--- config.mk ---
export PLATFORM = sky130hd
export DESIGN_NAME = muldiv_execute_unit
export DESIGN_NICKNAME = d
export VERILOG_FILES = /design/src/rtl/muldiv_execute_unit.sv
export SDC_FILE = /design/constraint.sdc
export NUM_CORES = 1
export LEC_CHECK = 0
export CAP_MARGIN = 20
export CORE_ASPECT_RATIO = 1.4
export CORE_MARGIN = 4
export CORE_UTILIZATION = 50
export CTS_BUF_LIST = sky130_fd_sc_hd__clkbuf_8
export CTS_CLUSTER_DIAMETER = 30
export CTS_CLUSTER_SIZE = 10
export DETAILED_ROUTE_END_ITERATION = 16
export GPL_ROUTABILITY_DRIVEN = 0
export GPL_TIMING_DRIVEN = 0
export HOLD_SLACK_MARGIN = 0.05
export PLACE_DENSITY = 0.75
export SETUP_SLACK_MARGIN = 0.1
export SLEW_MARGIN = 40
export SYNTH_ARGS = -nofsm -noshare
export SYNTH_HDL_FRONTEND = slang
export SYNTH_SLANG_ARGS = --single-unit
--- constraint.sdc ---
create_clock -name i_clk -period 6.2 [get_ports i_clk]
set_input_delay 1.86 -clock i_clk [delete_from_list [all_inputs] [get_ports i_clk]]
set_output_delay 1.86 -clock i_clk [all_outputs]
set_load 0.02 [all_outputs]
--- src/rtl/muldiv_execute_unit.sv ---
// muldiv_execute_unit: iterative RV32M multiply/divide for the Execute stage.
// Radix-2 shift-add multiply and restoring divide on magnitudes; sign fixed up on the last step.
module muldiv_execute_unit #(
    parameter int XLEN  = 32,
    parameter int CNT_W = 5
) (
    input  logic            i_clk,
    input  logic            i_rst_n,
    input  logic            i_start_e,
    input  logic [2:0]      i_muldiv_op_e,
    input  logic [XLEN-1:0] i_src_a_e,
    input  logic [XLEN-1:0] i_src_b_e,
    input  logic            i_kill_e,
    output logic            o_busy_e,
    output logic            o_done_e,
    output logic [XLEN-1:0] o_muldiv_result_e
);
    typedef enum logic [1:0] {IDLE, CALC, DONE} state_t;
    state_t              r_state, w_next;
    logic [CNT_W-1:0]    r_cnt;
    logic [2:0]          r_op;
    logic [XLEN-1:0]     r_m, r_rem, r_result;
    logic [2*XLEN-1:0]   r_acc;
    logic                r_neg, r_neg_a, r_bz;
    logic                w_accept, w_sa, w_sb, w_qbit;
    logic [XLEN-1:0]     w_mag_a, w_mag_b, w_sub, w_rem_n, w_quo, w_remv, w_res;
    logic [XLEN:0]       w_sum, w_sh;
    logic [2*XLEN-1:0]   w_acc_n, w_prod;

    assign w_accept = (r_state == IDLE) & i_start_e & ~i_kill_e;
    assign o_busy_e = i_rst_n & (w_accept | (r_state == CALC));
    assign o_done_e = (r_state == DONE);
    assign o_muldiv_result_e = r_result;

    // Divide ops are signed only for DIV/REM; multiply sign handling follows MUL/MULH/MULHSU/MULHU
    assign w_sa    = (i_muldiv_op_e[2] ? ~i_muldiv_op_e[0] : (i_muldiv_op_e[1:0] != 2'b11)) & i_src_a_e[XLEN-1];
    assign w_sb    = (i_muldiv_op_e[2] ? ~i_muldiv_op_e[0] : ~i_muldiv_op_e[1]) & i_src_b_e[XLEN-1];
    assign w_mag_a = w_sa ? -i_src_a_e : i_src_a_e;
    assign w_mag_b = w_sb ? -i_src_b_e : i_src_b_e;

    // r_acc low half holds multiplier (mul) or dividend/quotient (div); r_m is multiplicand or divisor
    assign w_sum   = {1'b0, r_acc[2*XLEN-1:XLEN]} + (r_acc[0] ? {1'b0, r_m} : '0);
    assign w_sh    = {r_rem, r_acc[XLEN-1]};
    assign w_qbit  = w_sh >= {1'b0, r_m};
    assign w_sub   = XLEN'(w_sh - {1'b0, r_m});
    assign w_rem_n = w_qbit ? w_sub : w_sh[XLEN-1:0];
    assign w_acc_n = r_op[2] ? {r_acc[2*XLEN-1:XLEN], r_acc[XLEN-2:0], w_qbit} : {w_sum, r_acc[XLEN-1:1]};
    assign w_prod  = r_neg ? -w_acc_n : w_acc_n;
    assign w_quo   = r_bz ? '1 : (r_neg ? -w_acc_n[XLEN-1:0] : w_acc_n[XLEN-1:0]);
    assign w_remv  = r_neg_a ? -w_rem_n : w_rem_n;
    assign w_res   = r_op[2] ? (r_op[1] ? w_remv : w_quo)
                             : ((r_op[1:0] == 2'b00) ? w_prod[XLEN-1:0] : w_prod[2*XLEN-1:XLEN]);

    always_ff @(posedge i_clk or negedge i_rst_n) begin
        if (!i_rst_n) r_state <= IDLE;
        else          r_state <= w_next;
    end

    always_comb begin
        w_next = r_state;
        w_next = (r_state == IDLE) ? (w_accept ? CALC : IDLE)
               : (r_state == CALC) ? (i_kill_e ? IDLE : (&r_cnt ? DONE : CALC))
               : IDLE;
    end

    always_ff @(posedge i_clk or negedge i_rst_n) begin
        if (!i_rst_n) begin
            r_cnt    <= '0;
            r_op     <= '0;
            r_m      <= '0;
            r_rem    <= '0;
            r_acc    <= '0;
            r_neg    <= 1'b0;
            r_neg_a  <= 1'b0;
            r_bz     <= 1'b0;
            r_result <= '0;
        end else if (w_accept) begin
            r_cnt    <= '0;
            r_op     <= i_muldiv_op_e;
            r_m      <= i_muldiv_op_e[2] ? w_mag_b : w_mag_a;
            r_rem    <= '0;
            r_acc    <= {{XLEN{1'b0}}, i_muldiv_op_e[2] ? w_mag_a : w_mag_b};
            r_neg    <= w_sa ^ w_sb;
            r_neg_a  <= w_sa;
            r_bz     <= (i_src_b_e == '0);
        end else if (r_state == CALC && !i_kill_e) begin
            r_cnt    <= r_cnt + CNT_W'(1);
            r_acc    <= w_acc_n;
            r_rem    <= w_rem_n;
            if (&r_cnt) r_result <= w_res;
        end
    end
endmodule
==> results.md <==
* Post-synthesis adder-cell area fraction at 5.25%
* Largest family of logic cells by synthesized area: compound AO/OA/AOI/OAI gates
* Final hold violations at 0
* Share of flip-flops with an asynchronous set or reset at 100%
* Setup violators final at 0
* Core area at 34,200 um^2
* Die area at about 38,000 um^2
* Slew HR at about a fifth
* Initial antenna violation count at 4
* GRT overflow at 0
* Final worst path period need at 6.18 ns
* First-pass GRT wire length at between 100,000 and 150,000 um
* Mapped Area at 17,400 um^2
* CTS tree: yes
* Post-route DRC at 0
* # IOs at 105
* Critical path peak fanout at 19
* Post-Synth XOR/XNOR Area at 9.45%
* Fin crit share at around 100%
* Setup Crit Path Kind: register to register
* Least-Margin Pin Slew at approximately 1.2 ns
* Fill cells at 3,219
* Row count at 80
* WP data arrival at roughly 6.6 ns
* Post-route core utilization at 57.8%
* Synth Net Count at 2,491
* Clk sinks at 173
* Met3 Use GR at 9.98%
* Pwr dens at 311 nW/um^2
* Compound-Gate Fraction of Synth Area at around 29%
* Vias in the first global route at 19,228
* Simple-Gate Fraction of Synth Area at between 20% and 30%
* Post-CTS Hold Buffers at 0
* Commonest register cell after synthesis: dfrtp_1
* Unrepaired setup endpoints after global routing: yes
* Clk_skew at 0.0250 ns
* Grt peak-use layer: met2
* Clock latency on the worst-skew pair at around 0.53 ns
* Via Count at 20,188
* Cell area after layout at a little under 20,000 um^2
* Fmax at 162 MHz
* Hold/Removal Path Class: register to register
* Height of the die at 229 um
* Detail Route Antenna Nets at 0
* H-Tree Depth at 4
* Worst Setup End Kind: register
* Met1 usage at roughly 44%
* Mapped Cells at roughly 2,300
* Status: complete, no violations
* Slew Limit Fails at 0
* Die span in x at between 150 and 200 um
* P&R area growth vs syn at 13.5%
* WL/cell at between 20 and 30 um
* Static leakage at around 0.0081 uW
* Yosys warning count at 0
* CTS Root Buffer Type: clkbuf_8
* M2 GR Usage at 60.2%
* Avg Inst Size Synth at 7.42 um^2
* Pin count of the biggest net entering global routing at 71
* Multiplexer area fraction after synthesis at 3.57%
* Max clock buf depth at 2
* Layout cells sized above 1 at 6.25%
* CTS Buf Count at 17
* Layout net count at between 2,000 and 3,000
* Critical path data required time at 6.66 ns
* Tot GR Track Use at 38.5%
* Post-synth EDFFs at 0
* 1st-pass router iterations at 7
* TNS Setup at 0 ns
* Placed Area at 19,100 um^2
* Startpoint Class: register
* Drt total wl at 76,000 um
* Yosys cell types at 89
* Seq cells post-synth at 173
* Max Cap Viol at 0
* Vias per cell at 6.84
* Initial core utilization at roughly 50%
* DR iter-0 viols at 3,339
* Port Buffers at 103
* Dpl hpwl at 58,500 um
* Post-synthesis sequential area ratio at 24.8%
* Worst vdd ir at ~0.18 mV
* Clk pin slew, worst setup/hold paths at 0.10 ns
==> routing by layer <==
metal	wire length, um	share of wire [%]
met2	33100	44
met1	25000	33
met3	9460	12
met5	13	0.017
met4	8370	11
==> what timing repair did <==
item	in CTS	in global routing
setup buffers	1	12
endpoints found under the setup margin	16	15
gates resized for setup	18	40
pin swaps	3	11
==> critical path: stages (launching register included) <==
cell,delay (ns)
dfrtp_1,0.57
buf_2,0.36
buf_2,0.38
buf_4,0.31
buf_4,0.23
clkbuf_4,0.34
clkbuf_4,0.38
mux2i_2,0.40
ha_2,0.31
o211ai_1,0.17
buf_4,0.21
or4_1,0.41
nor3_1,0.33
a21oi_1,0.15
xnor2_1,0.94
o21ai_0,0.29
a21oi_1,0.19
a221o_1,0.12
==> cell usage in the layout, fill, tap and decap left out, types with 18 or more instances in the layout <==
cell type	synthesis	final
and2_1	48	48
nand3_1	33	33
nor3_1	70	68
ha_1	70	69
o31ai_1	36	35
nor4_1	21	18
or3_1	28	28
o21ai_0	257	254
a22o_1	21	21
nand2_1	349	349
dfrtp_1	173	172
a211oi_1	24	23
o21ai_1	18	19
a21oi_1	162	162
mux2i_1	56	55
clkbuf_1	108	94
xnor2_1	113	111
inv_1	70	70
a31oi_1	23	22
xor2_1	75	74
nor2_1	176	174
clkdlybuf4s50_1	0	102
nand4_1	25	25
o211ai_1	52	52
a21o_1	28	28
==> synth_stat cells (all sizes together) (17+ instances only) <==
| master | n | share of area [%] |
|---|---|---|
| a31oi | 23 | 0.83 |
| clkbuf | 108 | 2.3 |
| a22o | 21 | 1.1 |
| o21ai | 275 | 7.9 |
| o31ai | 38 | 1.7 |
| ha | 70 | 5.0 |
| nor2 | 176 | 3.8 |
| nand2 | 350 | 7.6 |
| a211oi | 27 | 1.3 |
| and2 | 49 | 1.8 |
| nand3 | 33 | 0.95 |
| o211ai | 52 | 2.2 |
| inv | 71 | 1.5 |
| mux2i | 57 | 3.3 |
| xnor2 | 113 | 5.7 |
| xor2 | 75 | 3.8 |
| and3 | 17 | 0.61 |
| nor4 | 21 | 0.75 |
| buf | 42 | 1.3 |
| or3 | 29 | 1.1 |
| nand4 | 27 | 1.0 |
| a221oi | 19 | 1.1 |
| a21oi | 164 | 4.8 |
| a21o | 28 | 1.2 |
| dfrtp | 173 | 25 |
| nor3 | 73 | 2.2 |
==> final cells by class <==
cell class	instances	area (um^2)	share of cell area, %
Clock buffer	17	234	1.18
Tap cell	451	564	2.85
Clock inverter	15	154	0.778
Inverter	72	270	1.37
Timing Repair Buffer	118	1190	6.01
Buffer	147	653	3.30
Sequential cell	173	4330	21.9
Multi-Input combinational cell	1953	12400	62.6
Antenna cell	4	10.0	0.0506
==> kinds of logic (layout without fill, tap and decap cells) <==
kind of cell,Yosys count,in the layout
simple gates,857,857
compound gates,775,775
buf+inv,222,369
xor+xnor,188,188
flops,173,173
fa+ha+maj,72,72
mux,61,61
other cells,0,4
==> state kept, by name, indices dropped and copies added, names as in the netlist, 2 cells and up <==
name and cells:
r_cnt 5, r_m 32, r_acc 64, r_rem 32, r_state 2, r_op 3, o_muldiv_result_e 32
==> per-stage QoR <==
stage	worst slack, ns	total power [uW]	std cells	hold WS, ns
after floorplan	0.997	3730	2348	0.462
after global placement	-4.93	4830	2902	0.470
after detailed placement	-1.02	4910	2904	0.471
after CTS	0.100	5740	2936	0.495
after global routing	-0.000741	6360	2947	0.520
final	0.0237	6150	2950	0.486
==> final timing paths <==
check / start / to / slack, ns / cells after the start
setup / recovery: r_op[2] / o_muldiv_result_e[22] / 0.02 / 17
hold / removal: o_muldiv_result_e[24] / o_muldiv_result_e[24] / 0.49 / 2
hold reg to reg: o_muldiv_result_e[24] / o_muldiv_result_e[24] / 0.49 / 2
min in group asynchronous: i_rst_n / r_m[8] / 1.22 / 1
setup reg to reg: r_op[2] / o_muldiv_result_e[22] / 0.02 / 17
max in group asynchronous: i_rst_n / o_muldiv_result_e[21] / 4.23 / 2
==> power breakdown <==
| part | total [uW] | internal, uW | switching (uW) |
|---|---|---|---|
| Combinational | 3760 | 1190 | 2570 |
| Clock | 832 | 331 | 501 |
| Sequential | 1560 | 1300 | 252 |
| Total | 6150 | 2820 | 3330 |
Note: power is estimated with default switching activity, not from simulation.
